<file path="src/rtl/int_accept_scheduler.sv">
// Interrupt acceptance sequencer: picks the highest-priority eligible source, holds the CPU request until ack, then pulses its pending clear.
// Optional feature: define INT_PREEMPT_EN to let a strictly higher-priority source replace the request while it is held.
module int_accept_scheduler #(
  parameter int NUM_SRC = 56,
  parameter int PRI_W   = 3,
  parameter int VEC_W   = 6
) (
  input  logic                     clk,
  input  logic                     rst,
  input  logic [NUM_SRC*PRI_W-1:0] ipr_pri,
  input  logic [NUM_SRC-1:0]       int_pend,
  input  logic [PRI_W-1:0]         cpu_mask,
  input  logic                     irq_ack,
  output logic                     irq_req,
  output logic [PRI_W-1:0]         irq_level,
  output logic [VEC_W-1:0]         irq_vec,
  output logic [NUM_SRC-1:0]       pend_clr,
  output logic                     busy,
  output logic [1:0]               dbg_state
);

  // Handshake: irq_req is held high from REQ until irq_ack is seen high on a rising edge;
  // irq_ack is a single-cycle pulse and is only honoured while irq_req is high.
  typedef enum logic [1:0] {S_IDLE = 2'd0, S_ARB = 2'd1, S_REQ = 2'd2, S_DONE = 2'd3} state_t;

  state_t             r_state;
  state_t             w_next;
  logic [PRI_W-1:0]   r_level;
  logic [VEC_W-1:0]   r_vec;
  logic [NUM_SRC-1:0] w_elig;
  logic               w_any;
  logic [PRI_W-1:0]   w_win_pri;
  logic [VEC_W-1:0]   w_win_vec;
  logic               w_lat_elig;
  logic               w_load;
  logic               w_preempt;

  // A level equal to the mask is masked; priority 0 means disabled.
  always_comb begin
    w_elig = '0;
    for (int i = 0; i < NUM_SRC; i++) begin
      w_elig[i] = int_pend[i] && (ipr_pri[i*PRI_W +: PRI_W] != '0) &&
                  (ipr_pri[i*PRI_W +: PRI_W] > cpu_mask);
    end
  end

  // Strictly-greater update while scanning upward keeps the lowest index on ties.
  always_comb begin
    w_any     = 1'b0;
    w_win_pri = '0;
    w_win_vec = '0;
    for (int i = 0; i < NUM_SRC; i++) begin
      if (w_elig[i] && (ipr_pri[i*PRI_W +: PRI_W] > w_win_pri)) begin
        w_any     = 1'b1;
        w_win_pri = ipr_pri[i*PRI_W +: PRI_W];
        w_win_vec = VEC_W'(i);
      end
    end
  end

  assign w_lat_elig = w_elig[r_vec];

`ifdef INT_PREEMPT_EN
  assign w_preempt = (r_state == S_REQ) && !irq_ack && w_any && (w_win_pri > r_level);
`else
  assign w_preempt = 1'b0;
`endif

  assign w_load = ((r_state == S_ARB) && w_any) || w_preempt;

  always_ff @(posedge clk) begin
    if (rst) begin
      r_state <= S_IDLE;
    end else begin
      r_state <= w_next;
    end
  end

  always_comb begin
    w_next = r_state;
    case (r_state)
      S_IDLE: if (w_any) w_next = S_ARB;
      S_ARB:  w_next = w_any ? S_REQ : S_IDLE;
      S_REQ: begin
        if (irq_ack)          w_next = S_DONE;
        else if (w_preempt)   w_next = S_REQ;
        else if (!w_lat_elig) w_next = S_IDLE;
      end
      S_DONE: w_next = S_IDLE;
      default: w_next = S_IDLE;
    endcase
  end

  always_ff @(posedge clk) begin
    if (rst) begin
      r_level <= '0;
      r_vec   <= '0;
    end else if (w_load) begin
      r_level <= w_win_pri;
      r_vec   <= w_win_vec;
    end
  end

  always_comb begin
    irq_req  = 1'b0;
    busy     = 1'b1;
    pend_clr = '0;
    case (r_state)
      S_IDLE: busy = 1'b0;
      S_REQ:  irq_req = 1'b1;
      S_DONE: pend_clr = {{(NUM_SRC-1){1'b0}}, 1'b1} << r_vec;
      default: ;
    endcase
  end

  assign irq_level = r_level;
  assign irq_vec   = r_vec;
  assign dbg_state = r_state;

endmodule
</file>
<file path="config.mk">
export PLATFORM = sky130hd
export DESIGN_NAME = int_accept_scheduler
export DESIGN_NICKNAME = d
export VERILOG_FILES = /design/src/rtl/int_accept_scheduler.sv
export SDC_FILE = /design/constraint.sdc
export NUM_CORES = 1
export LEC_CHECK = 0
export ABC_AREA = 1
export BUFFER_PORTS_ARGS = -buffer_cell sky130_fd_sc_hd__buf_2
export CORE_ASPECT_RATIO = 1.75
export CORE_MARGIN = 2
export CORE_UTILIZATION = 25
export CTS_CLUSTER_DIAMETER = 120
export CTS_CLUSTER_SIZE = 14
export DETAILED_ROUTE_END_ITERATION = 6
export PLACE_DENSITY_LB_ADDON = 0.1
export SYNTH_ARGS = -nofsm -noshare
export SYNTH_HDL_FRONTEND = slang
export SYNTH_SLANG_ARGS = --single-unit
</file>
<file path="constraint.sdc">
create_clock -name clk -period 59.1 [get_ports clk]
set_input_delay 5.91 -clock clk [delete_from_list [all_inputs] [get_ports clk]]
set_output_delay 5.91 -clock clk [all_outputs]
set_load 0.01 [all_outputs]
</file>
# Word level (Yosys, flattened, before mapping)
# Index checks and enable logic that the tools add are counted.
# word_totals
regBits	11
wordCells	526
# classes
n_lt_le_gt_ge	113
shifts	1
mux	177
reduce_logical	227
eq_ne	5
# op_table
operator	count
3-bit > comparator	111
6-bit two-way mux	54
1-bit logical AND	169
3-bit two-way mux	56
3-bit nonzero test	56
1-bit two-way mux	60
56-bit two-way mux	1
1-bit by 6-bit << shifter with 56-bit output, first input constant	1
2-bit two-way mux	4
2-bit one-hot mux with 4 select lines	1
6-bit by 7-bit < comparator with 1-bit output, second input constant	1
1-bit binary-select mux with 6-bit select	1
2-bit equality test, second input constant	2
3-bit by 1-bit > comparator with 1-bit output, second input constant	1
3-bit != test, second input constant	1
2-bit by 1-bit equality test with 1-bit output, second input constant	1
2-bit zero test	1
2-bit != test, second input constant	1
2-bit AND reduction	1

# Logic depth before layout (Yosys ltp)
# Gate-level depths: netlist of the first run.
# depth
word_depth	172
depth_mapped	424
depth_no_buf	424

# Worst setup path before layout of the first run
# No wires, ideal clock.
# synth_timing
path_kind	input-to-reg
startpoint	in cpu_mask[2]
endpoint	reg r_vec[1], in the netlist irq_vec[1]
setup_ns	0.113
required_ns	58.987
n_path_buf	1
t_arrival_ns	62.380
setup_slack_ns	-3.393
cell_stages	365
path_cell_list	inv_1 -> ha_1 -> nand3_1 -> nand2_1 -> nor2_1 -> nand2_1 -> nor2_1 -> ha_1 -> nand3_1 -> a21boi_2 -> nand2_1 -> o21ai_0 -> ha_1 -> nor3_1 -> inv_1 -> nand3_1 -> nand2_1 -> nand2_2 -> [... 329 more ...] -> and2_1 -> ha_1 -> a21oi_1 -> a21oi_1 -> o21a_1 -> nand2_1 -> or2_2 -> nand2_1 -> ha_1 -> nand2_1 -> nor2_1 -> nor4_1 -> inv_1 -> nand4_4 -> nand2_2 -> buf_6 -> o21ai_1 -> nor2_1
# synth_between
elab_chain_cells	170
elab_cells_between_ends	389
classes_between	order compare: 111; mux: 165; reduce/logical: 113
# synth_lines
item	line_no	text
start: declaration	12	input logic [PRI_W-1:0] cpu_mask,
3-bit > comparator	43	(ipr_pri[i*PRI_W +: PRI_W] > cpu_mask);
1-bit logical AND	42	w_elig[i] = int_pend[i] && (ipr_pri[i*PRI_W +: PRI_W] != '0) &&
1-bit logical AND	53	if (w_elig[i] && (ipr_pri[i*PRI_W +: PRI_W] > w_win_pri)) begin
3-bit two-way mux	53	
3-bit > comparator	53	
1-bit logical AND	53	
3-bit two-way mux	53	
3-bit > comparator	53	
[... 154 more ...]	n/a	
3-bit two-way mux	53	
3-bit > comparator	53	
1-bit logical AND	53	
3-bit two-way mux	53	
3-bit > comparator	53	
1-bit logical AND	53	
1-bit two-way mux	53	
1-bit logical AND	69	assign w_load = ((r_state == S_ARB) && w_any) || w_preempt;
end signal: assignment	100	r_vec <= w_win_vec;
end: declaration	29	logic [VEC_W-1:0] r_vec;
# Several ways; a longest one is shown, not always the timed one.
# A chain may end at the register's enable or synchronous reset.

# Final worst setup path of the first run
# layout_timing
startpoint	in ipr_pri[0]
endpoint	reg r_level[1], in the netlist irq_level[1]
# layout_between
elab_chain_cells	171
elab_cells_between_ends	229
classes_between	order compare: 57; mux: 112; reduce/logical: 60
# layout_lines
item	line_no	text
start: declaration	10	input logic [NUM_SRC*PRI_W-1:0] ipr_pri,
branches (longest 171 deep; another with 3-bit > comparator)	n/a	
end signal: assignment	99	r_level <= w_win_pri;
end: declaration	28	logic [PRI_W-1:0] r_level;
# Parallel ways; which one is timed is not known.

==> flow_metrics.tcl, run 1 <==
set metrics [dict create \
    p_per_area_nw_per_um2 40.1 \
    design.die.area_sq_um 47900 \
    combined_global_route_utilization_of_all_metal_layers_pct 19.8 \
    die_h_um 288 \
    cts.sinks 11 \
    synth_seq_area_share_pct 1.91 \
    postSynthCellCount 1910 \
    setup_viol 0 \
    report.final.slew_viol_count 0 \
    synth_edf_count 0 \
    timing.hold.ws_ns 0.527 \
    crit_path_max_incr_delay_ns 0.36 \
    worst_ep_arrival_time_ns 57.34 \
    synth_top_area_share_pct 24.7 \
    postRouteWirelength_um 51800 \
    cts_htree_levels 1 \
    synth.net_count 2368 \
    grt_antenna_before_repair 3 \
    post_drt_via_cell_ratio 4.99 \
    syn_to_final_growth_pct 58.4 \
    cts.path.max_buffers 2 \
    hold_class "reg -> reg" \
    maxCapViolCount 0 \
    status "complete, no violations" \
    netlist_top_cells_area "ha_1 25%, nand2_1 12%, inv_1 8.5%" \
    yosysWarnings 0 \
    min_period_over_period_pct 96.8 \
    nets 2951 \
    maximum_number_of_pins_on_one_net_before_global_route_repair 43 \
    critical-path-slowest-cell "nor4_4" \
    drt_iter0_drc 423 \
    drt-pass1-iter-count 5 \
    drtAntennaViolNets 0 \
    synth.cell_area_sq_um 11500 \
    unrepaired_setup_endpoints_after_global_routing "true" \
    multi_input_comb_area_sq_um 12500 \
    fillCellCount 4985 \
    via_count_of_the_first_global_routing_pass 15200 \
    tritoncts.num_buffers 3 \
    clk_pin_slew_worst_paths_ns 0.04 \
    design_area_sq_um 18300 \
    fp.dieW_um 166 \
    total_leakage_power_nw 9.47 \
    dpl_hpwl_um 42200 \
    setup.worst_path.start_class "input pin" \
    critical_path_peak_fanout 5 \
    relSlewSlack_pct 34.2 \
    clk-insertion-delay-late_ns 0.24 \
    cp_common_cell "nand2_2" \
    clockRootBuffer "clkbuf_16" \
    synth_cell_type_count 44 \
    vdd_ir_drop_max_v 0.0000182 \
    grt_pass1_wl_um 76900 \
    final_period_minus_worst_setup_slack_ns 57.20 \
    rows 104 \
    drive_above_1_share_pct 44.5 \
    synth_largest_area_cell "ha_1" \
    synth_flop_cell "dfxtp_1" \
    drt_drc_violations_left 0 \
    finalPower_mw 0.733 \
    timing.clock.skew_ns 0.00157 \
    io_pins 299 \
    core_sq_um 45800 \
    async_flop_share_pct 0 \
    synth.avg_cell_area_sq_um 6.04 \
    port_buffers 298 \
    setup.worst_path.end_class "flip-flop" \
    hold_buffer_count_at_cts 0 \
    critical_path_class "in -> reg" \
    gp_congestion 0.829 \
    worst_ep_required_time_ns 59.24 \
    tritoncts "yes" \
    seqCellArea_sq_um 220 \
    dpl_cell_area_sq_um 15200 \
    routed-via-count 15400 \
    ffs_latches_synth 11 \
    starting_utilization_of_the_core_area_pct 25.2 \
    hold_violations 0 \
    worst-slew-pin-transition_ns 0.986 \
    route.detailed.wl_per_inst_um 16.8 \
    max_freq_mhz 17.5 \
    globalRouteOverflowTotal 0 \
]
placed cells by master, fill, tap and decap left out, drive strengths merged, types with 17 or more instances in the layout:
master and count:
buf 591, nand2 505, inv 266, ha 228
nand3 177, nor2 176, o21ai 113, a21oi 72
nor3 59, a211oi 58, o22ai 34, o21a 25
or2 23, o31ai 23, a311oi 22, a21boi 20
o311ai 17
synthesized netlist by cell type (all sizes together) (3+ instances only):
cell type / number
nor2: 176
clkbuf: 10
o21ai: 113
a211oi: 58
a311oi: 22
inv: 268
o21a: 25
buf: 3
o21bai: 3
a21boi: 20
a21oi: 72
o31ai: 23
and2: 3
or2: 23
nand3: 177
nor3: 59
o32ai: 3
ha: 228
nand2: 505
nor4: 16
nand4: 15
dfxtp: 11
a31oi: 15
o311ai: 17
o22ai: 34
repair_timing:
action,in CTS,in global routing
setup endpoints to repair,11,11
setup buffers,10,86
pin swaps,24,258
gates resized for setup,153,330
path summary, 6_finish.rpt:
path / slack, ns / from / end / cells past startpoint
worst min-delay path: 0.53 / irq_level[2]$_SDFFE_PP0P_ / irq_level[2]$_SDFFE_PP0P_ / 2
worst min register to register: 0.53 / irq_level[2]$_SDFFE_PP0P_ / irq_level[2]$_SDFFE_PP0P_ / 2
worst max register to register: 55.32 / irq_vec[2]$_SDFFE_PP0P_ / dbg_state[1]$_SDFFE_PP0P_ / 11
worst max-delay path: 1.90 / ipr_pri[0] / irq_level[1]$_SDFFE_PP0P_ / 391
report_power, final:
group / total [mW] / internal (mW) / switching, mW
clock: 0.0128 / 0.00910 / 0.00372
combinational: 0.705 / 0.344 / 0.362
sequential: 0.0150 / 0.00955 / 0.00544
total: 0.733 / 0.363 / 0.371
per-layer routing:
metal	track usage [%]	up-vias	routed length [um]
li1	-	7850	-
met1	20.7	7141	19500
met2	42.2	300	29200
met3	2.02	66	1850
met4	3.47	2	1250
met5	0	-	16
worst max-delay path, delay by kind of cell:
family	cells	cell delay (ns)
AOI/OAI and AO/OA	108	13.32
adders and majority gates	56	14.52
and+or+nand+nor	195	21.16
buffers and inverters	32	2.18
registers in the layout, indices dropped and copies added, names as in the netlist:
signal / flops
irq_level: 3
irq_vec: 6
dbg_state: 2
kinds of logic after synthesis:
family	Yosys count	synth area share, %
buffers and inverters	283	9.28
and+or+nand+nor	978	41.4
adders and majority gates	228	24.7
DFF	11	1.91
AOI/OAI and AO/OA	410	22.7
cell type report:
class	count	area share, %
antenna	1	0.0137
clock buffer	4	0.431
inverter	270	5.62
multi-input combinational	1616	68.3
sequential	11	1.21
tap	583	3.99
timing repair buffer	591	20.4
per-stage QoR:
step	setup WS, ns	setup TNS [ns]	std cells	utilization, %
floorplan	0.0190	0	1910	-
global placement	-2.32	-24.95	2975	33.3
detailed placement	-3.37	-36.63	2975	33.3
CTS	0.00575	0	2989	34.8
global route	-1.26	-13.16	3075	39.9
finish	1.90	0	3076	39.9
Power figures use the tool's default switching activity.
==> run 2: changes to the inputs <==
--- a/config.mk
+++ b/config.mk
@@ -9,7 +9,7 @@
 export BUFFER_PORTS_ARGS = -buffer_cell sky130_fd_sc_hd__buf_2
 export CORE_ASPECT_RATIO = 1.75
 export CORE_MARGIN = 2
-export CORE_UTILIZATION = 25
+export CORE_UTILIZATION = 51
 export CTS_CLUSTER_DIAMETER = 120
 export CTS_CLUSTER_SIZE = 14
 export DETAILED_ROUTE_END_ITERATION = 6
==> run 2 against run 1 <==
Compared with the run above:
- die area decreased by 50%
- setup slack got worse by 1.1 ns
- maximum frequency decreased by 2.0%
- global-route usage increased by 14 points
- core utilization increased by 40 points
- largest cell class unchanged
==> flow_metrics.tcl, run 2 (synthesized netlist as in run 1, its figures left out) <==
set metrics [dict create \
    status "complete, no violations" \
    drt_iter0_drc 1014 \
    pre_cts_ws_ns -3.30 \
    syn_to_final_growth_pct 53.6 \
    layout.cells.most_common_list "296 x buf_2, 284 x nand2_1, 264 x buf_4" \
    die_h_um 203 \
    multi_input_comb_area_sq_um 12500 \
    final_critical_path_setup_slack_ns 0.756 \
    tritoncts "yes" \
    p_clk_share_pct 1.8 \
    cts.sinks 11 \
    finalPower_mw 0.732 \
    starting_utilization_of_the_core_area_pct 52.0 \
    globalRouteOverflowTotal 0 \
    relSlewSlack_pct 31.9 \
    max_freq_mhz 17.1 \
    layout_commonest_cell "buf_2" \
    clk_pin_slew_worst_paths_ns 0.04 \
    report.final.slew_viol_count 0 \
    drtAntennaViolNets 0 \
    postRouteWirelength_um 48500 \
    hold_class "reg -> reg" \
    critPathBufInv 35 \
    dpl_hpwl_um 34700 \
    comb_power_share_pct 96.3 \
    post_drt_via_cell_ratio 5.93 \
    combined_global_route_utilization_of_all_metal_layers_pct 34.0 \
    internal_power_mw 0.353 \
    worst_ep_arrival_time_ns 58.53 \
    rows 72 \
    fillCellCount 1618 \
    setup.worst_path.start "cpu_mask[2]" \
    via_count_of_the_first_global_routing_pass 15500 \
    setup_viol 0 \
    critical_path_class "in -> reg" \
    cts_htree_levels 1 \
    launch_point_of_the_worst_reg_to_reg_path "irq_vec[2]$_SDFFE_PP0P_" \
    clockRootBuffer "clkbuf_16" \
    critical-path-slowest-cell "ha_1" \
    route.detailed.wl_per_inst_um 17.5 \
    drt_drc_violations_left 0 \
    hold_violations 0 \
    crit_path_max_incr_delay_ns 0.33 \
    worst_path_dominant_cell_family "simple AND/OR/NAND/NOR gates" \
    vdd_ir_drop_max_v 0.0000430 \
    ff2ff_path_depth 9 \
    routed-via-count 16400 \
    maxCapViolCount 0 \
    io_pins 299 \
    seq_power_share_pct 2.0 \
    core_sq_um 22200 \
    min_period_over_period_pct 98.7 \
    cp_common_cell "nand2_2" \
    hold_start "irq_vec[4]$_SDFFE_PP0P_" \
    gp_congestion 0.953 \
    maximum_number_of_pins_on_one_net_before_global_route_repair 37 \
    largest_register_ffs 6 \
    grt_pass1_wl_um 68700 \
    drt-pass1-iter-count 7 \
    port_buffers 298 \
    crit_cells 386 \
    fp.dieW_um 118 \
    unrepaired_setup_endpoints_after_global_routing "true" \
    design_area_sq_um 17700 \
    design.die.area_sq_um 23900 \
    switching_power_of_the_nets_mw 0.379 \
    hold_path_depth 2 \
    seqCellArea_sq_um 220 \
    setup.worst_path.end_class "flip-flop" \
    final_period_minus_worst_setup_slack_ns 58.34 \
    total_leakage_power_nw 9.33 \
    critical_path_peak_fanout 5 \
    tritoncts.num_buffers 3 \
    p_per_area_nw_per_um2 41.3 \
    grt_antenna_before_repair 2 \
    nets 2926 \
    worst_ep_required_time_ns 59.29 \
    drive_above_1_share_pct 44.0 \
    timing.clock.skew_ns 0.00222 \
    swShare_pct 51.7 \
    worst-slew-pin-transition_ns 1.02 \
    setup.worst_path.start_class "input pin" \
    cts.path.max_buffers 2 \
    dpl_cell_area_sq_um 14700 \
    clk-insertion-delay-late_ns 0.24 \
]
run 2: cell types whose count changed in the layout (fill, tap and decap cells not counted), sizes merged:
cell / before / now
buf: 591 / 566
diode: 1 / 2
run 2: final timing paths:
kind | end | slack, ns
max | irq_level[1]$_SDFFE_PP0P_ | 0.76
min | irq_vec[4]$_SDFFE_PP0P_ | 0.52
max reg2reg | dbg_state[1]$_SDFFE_PP0P_ | 55.74
min reg2reg | irq_vec[4]$_SDFFE_PP0P_ | 0.52
run 2: metal layers:
layer | global-route usage [%] | vias to the layer above | share of wire (%)
met5 | 0 | - | 0
met1 | 33.6 | 7647 | 35
met3 | 3.54 | 235 | 5.7
met4 | 17.0 | 0 | 6.6
met2 | 68.8 | 721 | 53
li1 | - | 7796 | -
run 2: worst reg2reg max path, stage by stage, from the launching register on:
cell and delay (ns):
dfxtp_1 0.90, clkinv_1 0.64, o21a_1 0.27, a2111oi_0 0.65
a31oi_1 0.10, nand2_1 0.10, o21ai_0 0.14, a211oi_1 0.24
o21ai_0 0.10, a21oi_1 0.14
run 2: area by class of cell:
| cell class | instances | share of cell area [%] |
|---|---|---|
| repair buffers | 566 | 19.9 |
| flip-flops and latches | 11 | 1.24 |
| inverters | 270 | 5.78 |
| multi-input cells | 1616 | 70.5 |
| diodes | 2 | 0.0283 |
| clock buffers | 4 | 0.445 |
| well taps | 296 | 2.09 |
run 2: power groups by stage:
stage	registers, mW	logic [mW]	clock network [mW]
after floorplan	0.0125	0.310	0
after global placement	0.0140	0.441	0
after detailed placement	0.0140	0.455	0
after CTS	0.0140	0.503	0.0127
after global routing	0.0144	0.758	0.0132
final	0.0144	0.704	0.0128
run 2: what timing repair did:
item,CTS,global route
gates resized for setup,152,324
hold buffers,0,0
pin swaps,28,253
buffers inserted,19,73
setup endpoints to repair,11,11
run 2: metrics by stage:
stage / util, % / TNS [ns] / hold slack (ns) / instances
finish: 79.9 / 0 / 0.516 / 2765
detailed placement: 66.4 / -35.86 / 0.502 / 2668
floorplan: - / 0 / 0.510 / 1910
global placement: 66.4 / -14.61 / 0.488 / 2668
global route: 79.9 / -18.46 / 0.532 / 2765
CTS: 70.0 / 0 / 0.509 / 2691
